`config.mk`:
```
export PLATFORM = sky130hd
export DESIGN_NAME = debug_tx_dumper
export DESIGN_NICKNAME = d
export VERILOG_FILES = /design/src/rtl/debug_pkg.sv /design/src/rtl/word_byte_serializer.sv /design/src/rtl/debug_tx_dumper.sv
export SDC_FILE = /design/constraint.sdc
export NUM_CORES = 1
export LEC_CHECK = 0
export CORE_MARGIN = 3
export CORE_UTILIZATION = 49
export DETAILED_ROUTE_END_ITERATION = 10
export PLACE_DENSITY = 0.86
export SLEW_MARGIN = 20
export SYNTH_ARGS = -nofsm -noshare
export SYNTH_HDL_FRONTEND = slang
export SYNTH_SLANG_ARGS = --single-unit
```
`constraint.sdc`:
```
create_clock -name clock -period 2.65 [get_ports clock]
set_input_delay 0.265 -clock clock [delete_from_list [all_inputs] [get_ports clock]]
set_output_delay 0.265 -clock clock [all_outputs]
set_load 0.005 [all_outputs]
```
`src/rtl/debug_pkg.sv`:
```
`default_nettype none
// ============================================================================
// Module  : debug_pkg
// Brief   : Shared encodings and frame-size helper for the debug dump path.
// Revision: 1.0 - initial release
// ============================================================================
package debug_pkg;

    typedef enum logic [2:0] {
        IDLE     = 3'd0,
        LOAD     = 3'd1,
        WAIT_MEM = 3'd2,
        SEND     = 3'd3,
        WAIT_TX  = 3'd4,
        DONE     = 3'd5
    } state_t;

    typedef enum logic [1:0] {
        SER_IDLE = 2'd0,
        SER_SEND = 2'd1,
        SER_WAIT = 2'd2
    } ser_state_t;

    typedef enum logic [1:0] {
        SEC_PC  = 2'd0,
        SEC_CYC = 2'd1,
        SEC_REG = 2'd2,
        SEC_MEM = 2'd3
    } section_t;

    localparam int BYTES_PER_WORD = 4;

    // PC word + cycle-count word + register words + memory words.
    function automatic int FRAME_BYTES(input int n_regs, input int n_mem);
        return BYTES_PER_WORD * (2 + n_regs + n_mem);
    endfunction

endpackage
`default_nettype wire

```
`src/rtl/word_byte_serializer.sv`:
```
`default_nettype none
// ============================================================================
// Module  : word_byte_serializer
// Brief   : Sends one word MSB byte first, one byte per tx_start/tx_done pair.
// Revision: 1.0 - initial release
// ============================================================================
module word_byte_serializer
    import debug_pkg::*;
#(
    parameter int NB_DATA = 32,
    parameter int N_BITS  = 8
) (
    input  logic               clock,
    input  logic               reset,
    input  logic               load_i,
    input  logic [NB_DATA-1:0] word_in_i,
    input  logic               tx_done_i,
    output logic               tx_start_o,
    output logic [N_BITS-1:0]  tx_data_o,
    output logic               word_done_o
);

    localparam int c_N_BYTES  = NB_DATA / N_BITS;
    localparam int c_NB_BIDX  = $clog2(c_N_BYTES);
    localparam logic [c_NB_BIDX-1:0] c_LAST_BYTE = c_NB_BIDX'(c_N_BYTES - 1);

    ser_state_t             r_state;
    ser_state_t             w_state_next;
    logic [NB_DATA-1:0]     r_buffer;
    logic [c_NB_BIDX-1:0]   r_byte_idx;
    logic [N_BITS-1:0]      r_tx_data;
    logic                   w_byte_adv;
    logic                   w_word_done;

    always_comb begin
        w_state_next = r_state;
        w_byte_adv   = 1'b0;
        w_word_done  = 1'b0;
        case (r_state)
            SER_IDLE: if (load_i) w_state_next = SER_SEND;
            SER_SEND: w_state_next = SER_WAIT;
            SER_WAIT: begin
                if (tx_done_i) begin
                    if (r_byte_idx == c_LAST_BYTE) begin
                        w_word_done  = 1'b1;
                        w_state_next = SER_IDLE;
                    end else begin
                        w_byte_adv   = 1'b1;
                        w_state_next = SER_SEND;
                    end
                end
            end
            default: w_state_next = SER_IDLE;
        endcase
    end

    // The buffer shifts left per byte so the next byte is always in the top slot.
    always_ff @(posedge clock or negedge reset) begin
        if (!reset) begin
            r_state    <= SER_IDLE;
            r_buffer   <= '0;
            r_byte_idx <= '0;
            r_tx_data  <= '0;
        end else begin
            r_state <= w_state_next;
            if (load_i && (r_state == SER_IDLE)) begin
                r_buffer   <= word_in_i;
                r_byte_idx <= '0;
                r_tx_data  <= word_in_i[NB_DATA-1 -: N_BITS];
            end else if (w_byte_adv) begin
                r_buffer   <= r_buffer << N_BITS;
                r_byte_idx <= r_byte_idx + 1'b1;
                r_tx_data  <= r_buffer[NB_DATA-N_BITS-1 -: N_BITS];
            end else if (w_word_done) begin
                r_byte_idx <= '0;
            end
        end
    end

    assign tx_start_o  = (r_state == SER_SEND);
    assign tx_data_o   = r_tx_data;
    assign word_done_o = w_word_done;

endmodule
`default_nettype wire

```
`src/rtl/debug_tx_dumper.sv`:
```
`default_nettype none
// ============================================================================
// Module  : debug_tx_dumper
// Brief   : Dumps PC, cycle count, register bank and data memory to tx_uart.
// Revision: 1.0 - initial release
// ============================================================================
module debug_tx_dumper
    import debug_pkg::*;
#(
    parameter int NB_DATA     = 32,
    parameter int NB_REG      = 5,
    parameter int N_BITS      = 8,
    parameter int NB_PC       = 7,
    parameter int N_REGS      = 32,
    parameter int N_MEM_WORDS = 32
) (
    input  logic               clock,
    input  logic               reset,
    input  logic               start_i,
    input  logic [NB_PC-1:0]   pc_i,
    input  logic [NB_DATA-1:0] cycle_count_i,
    output logic [NB_REG-1:0]  reg_addr_o,
    input  logic [NB_DATA-1:0] reg_data_i,
    output logic [NB_PC-1:0]   mem_addr_o,
    input  logic [NB_DATA-1:0] mem_data_i,
    output logic               tx_start_o,
    output logic [N_BITS-1:0]  tx_data_o,
    input  logic               tx_done_i,
    output logic               busy_o,
    output logic               done_o
);

    localparam int c_NB_IDX = ((NB_PC > NB_REG) ? NB_PC : NB_REG) + 1;
    localparam logic [c_NB_IDX-1:0] c_LAST_REG = c_NB_IDX'(N_REGS - 1);
    localparam logic [c_NB_IDX-1:0] c_LAST_MEM =
        c_NB_IDX'((N_MEM_WORDS > 0) ? (N_MEM_WORDS - 1) : 0);
    localparam bit c_HAS_MEM = (N_MEM_WORDS > 0);

    state_t                r_state, w_state_next;
    section_t              r_sec, w_sec_next;
    logic [c_NB_IDX-1:0]   r_word_idx, w_idx_next, w_idx_inc;
    logic [NB_PC-1:0]      r_mem_addr, w_mem_addr_next;
    logic [NB_PC-1:0]      r_pc_snap;
    logic [NB_DATA-1:0]    r_cyc_snap;
    logic                  w_load;
    logic [NB_DATA-1:0]    w_word_in;
    logic                  w_word_done;

    assign w_idx_inc = r_word_idx + 1'b1;

    always_comb begin
        w_state_next    = r_state;
        w_sec_next      = r_sec;
        w_idx_next      = r_word_idx;
        w_mem_addr_next = r_mem_addr;
        w_load          = 1'b0;
        w_word_in       = '0;
        case (r_state)
            IDLE: begin
                if (start_i) begin
                    w_sec_next      = SEC_PC;
                    w_idx_next      = '0;
                    w_mem_addr_next = '0;
                    w_state_next    = LOAD;
                end
            end
            LOAD: begin
                case (r_sec)
                    SEC_PC: begin
                        w_load       = 1'b1;
                        w_word_in    = {{(NB_DATA-NB_PC){1'b0}}, r_pc_snap};
                        w_state_next = SEND;
                    end
                    SEC_CYC: begin
                        w_load       = 1'b1;
                        w_word_in    = r_cyc_snap;
                        w_state_next = SEND;
                    end
                    SEC_REG: begin
                        w_load       = 1'b1;
                        w_word_in    = reg_data_i;
                        w_state_next = SEND;
                    end
                    SEC_MEM: w_state_next = WAIT_MEM;
                    default: w_state_next = IDLE;
                endcase
            end
            WAIT_MEM: begin
                w_load       = 1'b1;
                w_word_in    = mem_data_i;
                w_state_next = SEND;
            end
            SEND: w_state_next = WAIT_TX;
            WAIT_TX: begin
                if (w_word_done) begin
                    w_state_next = LOAD;
                    case (r_sec)
                        SEC_PC:  w_sec_next = SEC_CYC;
                        SEC_CYC: begin
                            w_sec_next = SEC_REG;
                            w_idx_next = '0;
                        end
                        SEC_REG: begin
                            if (r_word_idx == c_LAST_REG) begin
                                if (c_HAS_MEM) begin
                                    w_sec_next      = SEC_MEM;
                                    w_idx_next      = '0;
                                    w_mem_addr_next = '0;
                                end else begin
                                    w_state_next = DONE;
                                end
                            end else begin
                                w_idx_next = w_idx_inc;
                            end
                        end
                        SEC_MEM: begin
                            if (r_word_idx == c_LAST_MEM) begin
                                w_state_next = DONE;
                            end else begin
                                w_idx_next      = w_idx_inc;
                                w_mem_addr_next = {w_idx_inc[NB_PC-3:0], 2'b00};
                            end
                        end
                        default: w_state_next = IDLE;
                    endcase
                end else if (tx_done_i) begin
                    w_state_next = SEND;
                end
            end
            DONE:    w_state_next = IDLE;
            default: w_state_next = IDLE;
        endcase
    end

    always_ff @(posedge clock or negedge reset) begin
        if (!reset) begin
            r_state    <= IDLE;
            r_sec      <= SEC_PC;
            r_word_idx <= '0;
            r_mem_addr <= '0;
            r_pc_snap  <= '0;
            r_cyc_snap <= '0;
        end else begin
            r_state    <= w_state_next;
            r_sec      <= w_sec_next;
            r_word_idx <= w_idx_next;
            r_mem_addr <= w_mem_addr_next;
            if ((r_state == IDLE) && start_i) begin
                r_pc_snap  <= pc_i;
                r_cyc_snap <= cycle_count_i;
            end
        end
    end

    word_byte_serializer #(
        .NB_DATA (NB_DATA),
        .N_BITS  (N_BITS)
    ) u_serializer (
        .clock       (clock),
        .reset       (reset),
        .load_i      (w_load),
        .word_in_i   (w_word_in),
        .tx_done_i   (tx_done_i),
        .tx_start_o  (tx_start_o),
        .tx_data_o   (tx_data_o),
        .word_done_o (w_word_done)
    );

    assign reg_addr_o = (r_sec == SEC_REG) ? r_word_idx[NB_REG-1:0] : '0;
    assign mem_addr_o = r_mem_addr;
    assign busy_o     = (r_state != IDLE) && (r_state != DONE);
    assign done_o     = (r_state == DONE);

endmodule
`default_nettype wire

```
==> metrics.md, run 1 <==
| Metric | Value |
|---|---|
| Status | `complete, no violations` |
| Layout Nets | `635` |
| Clk buf depth | `2` |
| Starting density of the core | `51.1%` |
| Leading cell type in the layout, fill and taps excluded | `clkdlybuf4s50_1` |
| Worst Reg-to-Reg Cells | `5` |
| Crit Path Max Fanout | `12` |
| CTS buffer count | `9` |
| Synthesized area per cell | `11.8 um^2` |
| Syn Inst Count | `405` |
| Final Hold Fails | `0` |
| Post-Syn Area | `4760 um^2` |
| Clock Power Share | `14.9%` |
| P_sw | `2120 uW` |
| Multiplexer share of the synthesized area | `11.8%` |
| EDFF count, synth | `0` |
| Switch share | `36.0%` |
| Overflow after GRT | `0` |
| Area Overhead vs Synth | `32.7%` |
| Worst path max stage delay | `0.64 ns` |
| Vias per cell | `5.97` |
| Worst EP arrival | `2.06 ns` |
| Initial antenna violation count | `0` |
| Worst Max-Slew Pin Slew | `1.04 ns` |
| Critical path type | `reg -> out` |
| Area of the multi-input gates | `2260 um^2` |
| Die Span X | `105 um` |
| Worst skew pair latency | `0.36 ns` |
| Via count | `3911` |
| Startpoint types | `flip-flop` |
| Leakage | `0.00264 uW` |
| Post-Synth XOR/XNOR Area | `0.551%` |
| Die height | `105 um` |
| Logic pwr share | `45.0%` |
| Commonest cells after routing, fill and taps aside | `clkdlybuf4s50_1, dfrtp_1, mux2_2` |
| Htree depth | `3` |
| Residual DRC | `0` |
| MaxCap Viol Count | `0` |
| Largest family of logic cells by synthesized area | `compound AO/OA/AOI/OAI gates` |
| Global-route wire length before repair | `20800 um` |
| Power density over the cells | `930 nW/um^2` |
| Register area share after synthesis | `48.8%` |
| Slack of the worst reg-to-reg path | `0.39 ns` |
| Worst hold path class | `in -> async` |
| Worst Skew | `0.0132 ns` |
| First drt pass iteration count | `5` |
| Post-CTS resize count | `0` |
| Fmax | `431 MHz` |
| Gpl congestion | `0.926` |
| DP HPWL | `9820 um` |
| Core Rows | `35` |
| Post-Route WL | `13200 um` |
| Asr flop ratio synth | `100%` |
| Distinct cells, synth | `57` |
| Gr usage total | `24.1%` |
| Post-synthesis adder-cell area fraction | `1.84%` |
| Drt initial violations | `261` |
| Seq cells post-synth | `93` |
| Io pins | `130` |
| Core area | `9330 um^2` |
| Worst path cell trace | `nor2b_1 > or3_1 > clkdlybuf4s50_1` |
| Port bufs | `127` |
| Final period util | `87.6%` |
| N_diodes | `0` |
| Yosys warnings | `0` |
| Most used DFF post-synth | `dfrtp_1` |
| Compound-gate portion of the synthesized area | `21.7%` |
| Peak VDD IR | `0.445 mV` |
| Total Power | `5880 uW` |
| Vias in the first global route | `3953` |
| Worst EP required | `2.38 ns` |
| Clock-pin slew on the worst setup and hold paths | `0.10 ns` |
| Slowest-stage cell, CP | `dfrtp_1` |
| CTS tree | `done` |
| Die area | `10900 um^2` |
| Unrepaired setup endpoints after global routing | `no` |
| Fill cell count | `723` |
| WL/cell | `20.1 um` |
| Sequential Power Share | `40.2%` |
| Post-DRT Antenna Nets | `0` |
| Simple-Gate Fraction of Synth Area | `11.1%` |
| Max_slew headroom | `30.2%` |
| Clock root cell | `clkbuf_8` |
| Layout cells sized above 1 | `16.9%` |
| Tmin final | `2.32 ns` |
| Setup TNS | `0 ns` |
| Worst R2R Start | `r_sec[0]$_DFFE_PN0P_` |
| Reg2Reg Capture Point | `r_word_idx[4]$_DFFE_PN0P_` |
| Cell-internal power | `3760 uW` |
| # clock sinks | `93` |
| Final Slew Violations | `0` |
| Final setup fails | `0` |
| Seq. cell area | `2330 um^2` |
| Worst Setup End Kind | `output port` |
| Largest net degree at the start of global routing | `53` |
-- layout make-up --
| type | count | share of cell area [%] |
|---|---|---|
| clock buffer | 10 | 2.18 |
| clock inverter | 6 | 0.732 |
| inverter | 5 | 0.297 |
| multi-input combinational | 273 | 35.7 |
| sequential | 93 | 36.8 |
| tap | 129 | 2.55 |
| timing repair buffer | 139 | 21.7 |
-- worst max-delay path by stage --
stage / from / cells past startpoint / endpoint / slack, ns
6_report: r_state[0]$_DFFE_PN0P_ / 3 / busy_o / 0.33
5_1_grt: r_state[0]$_DFFE_PN0P_ / 3 / busy_o / 0.28
4_1_cts: r_state[0]$_DFFE_PN0P_ / 3 / busy_o / 0.36
3_5_place_dp: tx_done_i / 4 / u_serializer.r_buffer[21]$_DFFE_PN0P_ / 0.45
3_3_place_gp: r_state[0]$_DFFE_PN0P_ / 4 / r_sec[0]$_DFFE_PN0P_ / 0.53
2_1_floorplan: r_sec[0]$_DFFE_PN0P_ / 8 / u_serializer.r_buffer[14]$_DFFE_PN0P_ / 0.75
-- power by group through the flow --
stage          sequential (uW)  clock [uW]  combinational [uW]
6_report                  2360         874                2640
5_1_grt                   2430         958                2860
4_1_cts                   2350         897                2630
3_5_place_dp              2380           0                2620
3_3_place_gp              2340           0                2520
2_1_floorplan             2240           0                1900
-- cell usage after synthesis (2+ instances only) --
cell type | count | area [um^2]
a2bb2oi_1 | 7 | 61.3
buf_4 | 4 | 30.0
a211o_1 | 2 | 17.5
nor3b_1 | 2 | 15.0
buf_2 | 14 | 70.1
o221a_2 | 8 | 90.1
buf_6 | 2 | 22.5
nor3b_2 | 2 | 25.0
mux2i_1 | 2 | 20.0
nor2_1 | 31 | 116
a21oi_1 | 5 | 25.0
ha_1 | 7 | 87.6
nor2b_1 | 5 | 31.3
a221o_1 | 27 | 270
o21ai_2 | 2 | 17.5
inv_1 | 4 | 15.0
a22o_1 | 26 | 228
and2_1 | 6 | 37.5
nand3_1 | 14 | 70.1
dfrtp_1 | 93 | 2330
mux2_1 | 7 | 78.8
mux2_2 | 41 | 462
a22oi_1 | 17 | 128
and3_1 | 5 | 31.3
a222oi_1 | 7 | 70.1
o21ai_0 | 10 | 50.1
nor3_1 | 4 | 20.0
nand2_1 | 6 | 22.5
a21o_1 | 2 | 15.0
xor2_1 | 2 | 17.5
clkbuf_1 | 14 | 52.6
nor4b_2 | 2 | 30.0
-- flip-flops by register name, indices dropped and copies added, names as in the netlist --
signal,flops
r_word_idx,8
r_sec,2
mem_addr_o,5
r_cyc_snap,32
u_serializer.r_buffer,24
r_pc_snap,7
r_state,3
u_serializer.r_byte_idx,2
u_serializer.tx_data_o,8
u_serializer.r_state,2
-- repair_timing --
item,CTS,global route
setup buffers,0,0
hold buffers,1,0
endpoints found under the hold margin,41,0
-- per-layer routing --
metal | vias to the layer above | share of wire [%] | track usage, %
li1 | 1796 | - | -
met1 | 1919 | 41 | 31.7
met2 | 175 | 49 | 39.9
met3 | 21 | 7.9 | 5.25
met4 | 0 | 2.1 | 7.78
met5 | - | 0 | 0
-- worst max-delay path, delay by kind of cell, from the launching register on --
| family | cells | cell delay, ns |
|---|---|---|
| buffers and inverters | 1 | 0.51 |
| flip-flops | 1 | 0.64 |
| AND/OR/NAND/NOR | 2 | 0.56 |
-- metrics by stage --
stage                     setup slack (ns)  instance area [um^2]  instances  hold slack, ns  utilization, %
after global routing                 0.285                  6320        655           0.493            67.8
after floorplan                      0.747                  4770        406         -0.0306               -
after detailed placement             0.446                  6130        638           0.294            65.7
final                                0.329                  6320        655           0.425            67.8
after global placement               0.534                  6130        638           0.292            65.7
after CTS                            0.362                  6320        655           0.442            67.8
-- logic make-up (layout without fill, tap and decap cells) --
| kind of cell | Yosys count | count (layout) |
|---|---|---|
| AND/OR/NAND/NOR | 92 | 92 |
| AO/OA/AOI/OAI | 119 | 119 |
| flip-flops | 93 | 93 |
| buffers and inverters | 40 | 160 |
| multiplexers | 50 | 50 |
| other | 1 | 2 |
| XOR/XNOR | 3 | 3 |
| adder cells (fa/ha/maj) | 7 | 7 |
Power figures use the tool's default switching activity.
==> run 2, diff against run 1 <==
- CORE_UTILIZATION: 49 -> 52
- GPL_TIMING_DRIVEN: not set -> 0
- PLACE_DENSITY: 0.86 -> 0.9
- clock period: 2.65 -> 3 ns (I/O delays scaled with it)
==> run 2 against run 1 <==
Against the previous run: clock skew down 0.0043 ns; clock power is 10% lower; die area decreased by 5.4%; combinational power decreased by 7.6%; first-iteration DRC count rose by 46%; flip-flop and latch count stayed put; sequential share of layout area is 0.40 points lower; critical path depth increased by 3; sequential power fell by 11%; power shrank 9.7%; register-to-register slack better by 0.35 ns; count of clock-buffer cells in the layout is the same.
==> metrics.md, run 2 (synthesized netlist as in run 1, its figures left out) <==
| Metric | Value |
|---|---|
| Core area | `8810 um^2 (-5.6%)` |
| Io pins | `130 (unchanged)` |
| CTS tree | `done` |
| Tmin final | `2.78 ns` |
| Via count | `4088 (+4.5%)` |
| Vias per cell | `6.20 (+3.9%)` |
| P_sw | `1950 uW (-8.1%)` |
| Die area | `10300 um^2 (-5.4%)` |
| Startpoint types | `flip-flop` |
| Overflow after GRT | `0 (unchanged)` |
| Die Span X | `102 um (-2.8%)` |
| Global-route wire length before repair | `21100 um (+1.5%)` |
| Port bufs | `127 (unchanged)` |
| Final period util | `92.6%` |
| Worst skew pair latency | `0.35 ns (about the same)` |
| M1 GR Usage | `37.5% (+5.8 points)` |
| Drt initial violations | `380 (+46%)` |
| Worst Setup End Kind | `output port` |
| Finished Cell Area | `6390 um^2 (+1.1%)` |
| Core Rows | `34 (-2.9%)` |
| Post-DRT Antenna Nets | `0 (unchanged)` |
| Met2 Use GR | `40.8% (+0.94 points)` |
| # clock sinks | `93 (unchanged)` |
| GR peak layer | `met2` |
| Regs by FF count | `r_cyc_snap (32), u_serializer.r_buffer (24)` |
| Worst path max stage delay | `0.51 ns (-0.13 ns)` |
| Final worst setup slack | `0.223 ns (-0.106 ns)` |
| Fmax | `360 MHz` |
| Max_slew headroom | `59.8% (+30 points)` |
| Slowest-stage cell, CP | `clkdlybuf4s50_1` |
| Clk buf depth | `2 (unchanged)` |
| Setup TNS | `0 ns (unchanged)` |
| Switch share | `36.7% (+0.62 points)` |
| Final Hold Fails | `0 (unchanged)` |
| Reg with most FFs | `r_cyc_snap` |
| Cell-internal power | `3360 uW (-11%)` |
| Leakage | `0.00270 uW (+2.4%)` |
| Residual DRC | `0 (unchanged)` |
| Leading cell type in the layout, fill and taps excluded | `clkdlybuf4s50_1` |
| Peak VDD IR | `0.430 mV (-3.5%)` |
| First drt pass iteration count | `5 (unchanged)` |
| WHS | `0.493 ns (+0.0681 ns)` |
| Post-CTS Repair Setup Buffers | `0 (unchanged)` |
| Fill cell count | `591 (-18%)` |
| Crit Path Max Fanout | `10 (-2)` |
| Die height | `102 um (-2.8%)` |
| Vias in the first global route | `4048 (+2.4%)` |
| Unrepaired setup endpoints after global routing | `no` |
| Area Overhead vs Synth | `34.2%` |
| Layout Nets | `660 (+3.9%)` |
| WL/cell | `20.6 um (+2.7%)` |
| N_diodes | `0 (unchanged)` |
| Worst Max-Slew Pin Slew | `0.601 ns (-0.442 ns)` |
| Worst EP required | `2.70 ns (+0.32 ns)` |
| Post-Route WL | `13600 um (+3.3%)` |
| Critical path type | `reg -> out` |
| DP HPWL | `10700 um (+8.8%)` |
| Worst EP arrival | `2.48 ns (+0.42 ns)` |
| Final Slew Violations | `0 (unchanged)` |
| CTS buffer count | `9 (unchanged)` |
| Commonest cells after routing, fill and taps aside | `clkdlybuf4s50_1, dfrtp_1, mux2_2` |
| MaxCap Viol Count | `0 (unchanged)` |
| Starting density of the core | `54.1% (+3.0 points)` |
| Largest net degree at the start of global routing | `51 (-3.8%)` |
| Total Power | `5310 uW (-9.7%)` |
| Placed instance area | `6200 um^2 (+1.1%)` |
| Clock Power Share | `14.7% (-0.2 points)` |
| Layout cells sized above 1 | `18.1% (+1.2 points)` |
| Worst Skew | `0.00890 ns (-0.00434 ns)` |
| Routing usage on met3 | `5.23% (-0.016 points)` |
| CP delay by family, top | `buffers and inverters` |
| Final setup fails | `0 (unchanged)` |
| Gr usage total | `26.6% (+2.5 points)` |
| Status | `complete, no violations` |
| Pre-CTS WS | `0.486 ns (+0.0398 ns)` |
| Worst hold path class | `in -> async` |
| Clock-pin slew on the worst setup and hold paths | `0.09 ns (about the same)` |
| Clock root cell | `clkbuf_8` |
| Power density over the cells | `831 nW/um^2 (-11%)` |
| Max reg flops | `32 (unchanged)` |
| Gpl congestion | `0.957 (+3.4%)` |
| Buffers & Inverters on Critical Path | `4 (+3)` |
| Worst path cell trace | `inv_1 > ha_1 > clkbuf_1 > clkbuf_2 > and2_1 > clkdlybuf4s50_1` |
| Htree depth | `3 (unchanged)` |
| Logic pwr share | `45.9% (+0.9 points)` |
| Initial antenna violation count | `0 (unchanged)` |
| Sequential Power Share | `39.3% (-0.9 points)` |
-- run 2: cell count changes in the layout (fill, tap and decap cells not counted), moves of 2 or more --
| cell | change |
|---|---|
| buf_6 | +2 |
| buf_4 | -6 |
| clkbuf_1 | +13 |
| buf_2 | +14 |
| clkinv_4 | -2 |
-- run 2: worst paths after layout --
check	from	endpoint	slack, ns	cells past startpoint
max in group asynchronous	reset	r_pc_snap[1]$_DFFE_PN0P_	1.86	3
hold reg to reg	mem_addr_o[6]$_DFFE_PN0P_	mem_addr_o[6]$_DFFE_PN0P_	0.50	1
hold / removal	reset	u_serializer.tx_data_o[6]$_DFFE_PN0P_	0.49	2
setup reg to reg	r_sec[0]$_DFFE_PN0P_	u_serializer.r_buffer[15]$_DFFE_PN0P_	0.74	8
setup / recovery	r_sec[0]$_DFFE_PN0P_	reg_addr_o[3]	0.22	6
min in group clock	mem_addr_o[6]$_DFFE_PN0P_	mem_addr_o[6]$_DFFE_PN0P_	0.50	1
-- run 2: power by group through the flow --
stage	clock (uW)	sequential, uW	combinational (uW)
final	783	2090	2440
after global routing	842	2140	2630
after CTS	788	2080	2420
after detailed placement	0	2100	2410
after global placement	0	2070	2290
after floorplan	0	1980	1680
-- run 2: repair_timing --
item,4_1_cts,5_1_grt
hold buffers,1,0
endpoints found under the hold margin,43,0
gates resized for setup,0,2
endpoints found under the setup margin,0,4
-- run 2: per-layer routing --
layer	routed length, um	vias to the layer above
met5	0	-
met4	392	0
met3	872	33
met2	6660	192
met1	5670	2008
li1	-	1855
-- run 2: final cells by class --
type | instances | area, um^2 | area share [%]
buffer | 35 | 180 | 2.82
clock buffer | 10 | 138 | 2.15
clock inverter | 6 | 45.0 | 0.705
inverter | 5 | 18.8 | 0.294
multi-input combinational | 273 | 2240 | 35.1
sequential | 93 | 2330 | 36.4
tap | 108 | 135 | 2.11
timing repair buffer | 129 | 1310 | 20.4
-- run 2: stage by stage --
step,utilization [%],cells
after floorplan,-,406
after global placement,70.1,641
after detailed placement,70.4,642
after CTS,72.6,659
after global routing,72.6,659
final,72.6,659
==> run 3, diff against run 2 <==
- SETUP_SLACK_MARGIN: not set -> 0.3
==> run 3 against run 2 <==
Against the previous run: sequential power barely moved; flip-flop and latch count did not move; via count barely moved; largest power group unchanged; critical path type unchanged; largest cell class unchanged.
==> metrics.md, run 3 (synthesized netlist as in run 1, its figures left out) <==
| Metric | Value |
|---|---|
| Status | `complete, no violations` |
| Fill cell count | `590 (-0.17%)` |
| Final Slew Violations | `0 (unchanged)` |
| Gr usage total | `26.6% (unchanged)` |
| Largest net degree at the start of global routing | `51 (unchanged)` |
| Worst Setup End Kind | `output port` |
| Crit. Startpoint | `r_sec[0]$_DFFE_PN0P_` |
| N_diodes | `0 (unchanged)` |
| DP HPWL | `10700 um (unchanged)` |
| Layout cells sized above 1 | `18.3% (+0.18 points)` |
| Crit Path Max Fanout | `10 (unchanged)` |
| CTS buffer count | `9 (unchanged)` |
| Overflow after GRT | `0 (unchanged)` |
| Peak VDD IR | `0.428 mV (-0.39%)` |
| Global-route wire length before repair | `21100 um (unchanged)` |
| Levels on crit path | `6 (unchanged)` |
| Final worst setup slack | `0.411 ns (+0.189 ns)` |
| Worst Skew | `0.00998 ns (+0.00108 ns)` |
| Initial antenna violation count | `0 (unchanged)` |
| Port bufs | `127 (unchanged)` |
| Max_slew headroom | `60.4% (+0.58 points)` |
| Final Hold Fails | `0 (unchanged)` |
| Starting density of the core | `54.1% (unchanged)` |
| Reg with most FFs | `r_cyc_snap` |
| Final setup fails | `0 (unchanged)` |
| Post-DRT Antenna Nets | `0 (unchanged)` |
| Worst hold path class | `in -> async` |
| Startpoint types | `flip-flop` |
| # clock sinks | `93 (unchanged)` |
| Worst skew pair latency | `0.35 ns (about the same)` |
| Seq. cell area | `2330 um^2 (unchanged)` |
| Final period util | `86.3% (-6.3 points)` |
| Pre-CTS WS | `0.486 ns (unchanged)` |
| Htree depth | `3 (unchanged)` |
| Die Span X | `102 um (unchanged)` |
| Gpl congestion | `0.957 (unchanged)` |
| Worst Max-Slew Pin Slew | `0.593 ns (-0.00865 ns)` |
| Layout Nets | `660 (unchanged)` |
| Vias in the first global route | `4048 (unchanged)` |
| Worst R2R Start | `r_sec[0]$_DFFE_PN0P_` |
| Leakage | `0.00271 uW (+0.16%)` |
| Slowest-stage cell, CP | `clkdlybuf4s50_1` |
| Worst Reg-to-Reg Cells | `6 (-2)` |
| Tmin final | `2.59 ns (-0.189 ns)` |
| Critical path type | `reg -> out` |
| CP delay by family, top | `buffers and inverters` |
| Worst path max stage delay | `0.51 ns (about the same)` |
| Core Rows | `34 (unchanged)` |
| Fmax | `386 MHz (+7.3%)` |
| Clock-pin slew on the worst setup and hold paths | `0.09 ns (about the same)` |
| Leading cell type in the layout, fill and taps excluded | `clkdlybuf4s50_1` |
| Core area | `8810 um^2 (unchanged)` |
| Reg2Reg Capture Point | `r_word_idx[4]$_DFFE_PN0P_` |
| Power density over the cells | `831 nW/um^2 (about the same)` |
| Post-CTS Repair Setup Buffers | `0 (unchanged)` |
| Clk buf depth | `2 (unchanged)` |
| Die area | `10300 um^2 (unchanged)` |
| Area of the multi-input gates | `2240 um^2 (unchanged)` |
| Slack of the worst reg-to-reg path | `0.73 ns (about the same)` |
| Area Overhead vs Synth | `34.2% (about the same)` |
| Util after Layout | `72.6% (about the same)` |
| CTS tree | `done` |
| Clock root cell | `clkbuf_8` |
| Unrepaired setup endpoints after global routing | `no` |
| Io pins | `130 (unchanged)` |
| Regs by FF count | `r_cyc_snap (32), u_serializer.r_buffer (24)` |
| Worst path cell trace | `inv_1 > ha_1 > clkbuf_2 > buf_2 > and2_1 > clkdlybuf4s50_1` |
| Crit path to | `reg_addr_o[3]` |
| Commonest cells after routing, fill and taps aside | `clkdlybuf4s50_1, dfrtp_1, mux2_2` |
| Setup TNS | `0 ns (unchanged)` |
| Post-Route WL | `13600 um (+0.40%)` |
| Max reg flops | `32 (unchanged)` |
| Vias per cell | `6.21 (about the same)` |
| Residual DRC | `0 (unchanged)` |
| Buffers & Inverters on Critical Path | `4 (unchanged)` |
| Worst EP arrival | `2.29 ns (-0.19 ns)` |
| Die height | `102 um (unchanged)` |
| MaxCap Viol Count | `0 (unchanged)` |
| WL/cell | `20.7 um (+0.40%)` |
| Via count | `4090 (+0.049%)` |
| Drt initial violations | `371 (-2.4%)` |
| Worst EP required | `2.70 ns (about the same)` |
| First drt pass iteration count | `7 (+2)` |
==> run 3: cell count changes in the layout (fill, tap and decap cells not counted), sizes merged <==
cell	change
buf	+1
clkbuf	-1
==> run 3: stage by stage <==
step	power [uW]	std cells	hold WS (ns)	area [um^2]
2_1_floorplan	3660	406	0.00441	4770
3_3_place_gp	4360	641	0.480	6170
3_5_place_dp	4510	642	0.342	6200
4_1_cts	5290	659	0.499	6390
5_1_grt	5610	659	0.518	6390
6_report	5320	659	0.490	6390
==> run 3: cell type report <==
class,count,area share (%)
buffer,35,2.84
clock buffer,10,2.15
clock inverter,6,0.704
inverter,5,0.293
multi-input combinational,273,35.1
sequential,93,36.4
tap,108,2.11
timing repair buffer,129,20.4
==> run 3: worst reg2reg max path, delay by kind of cell (launching register included) <==
kind,cells,cell delay [ns]
AO/OA/AOI/OAI,2,0.57
adder cells (fa/ha/maj),1,0.16
buffers and inverters,1,0.24
flip-flops,1,0.42
multiplexers,1,0.38
AND/OR/NAND/NOR,1,0.39
==> run 3: metal layers <==
metal  track usage (%)  wire, um
met1              37.5      5760
met2              40.8      6610
met3              5.23       872
met4              9.82       410
met5                 0         0
==> run 3: worst min-delay path by stage <==
stage | end | slack [ns] | cells past startpoint
global placement | mem_addr_o[2]$_DFFE_PN0P_ | 0.48 | 1
floorplan | mem_addr_o[2]$_DFFE_PN0P_ | 0.004 | 0
CTS | u_serializer.tx_data_o[6]$_DFFE_PN0P_ | 0.50 | 2
global route | mem_addr_o[6]$_DFFE_PN0P_ | 0.52 | 1
finish | u_serializer.tx_data_o[6]$_DFFE_PN0P_ | 0.49 | 2
detailed placement | u_serializer.tx_data_o[6]$_DFFE_PN0P_ | 0.34 | 1
==> run 3: what timing repair did <==
item,in CTS,in global routing
pin swaps,0,0
setup endpoints to repair,4,2
gates resized for setup,2,1
hold endpoints to repair,43,0
hold buffers,1,0
==> run 3: power breakdown <==
| group | switching [uW] | total, uW | internal [uW] |
|---|---|---|---|
| Sequential | 339 | 2090 | 1750 |
| Combinational | 1160 | 2440 | 1290 |
| Clock | 455 | 784 | 328 |
| Total | 1950 | 5320 | 3360 |
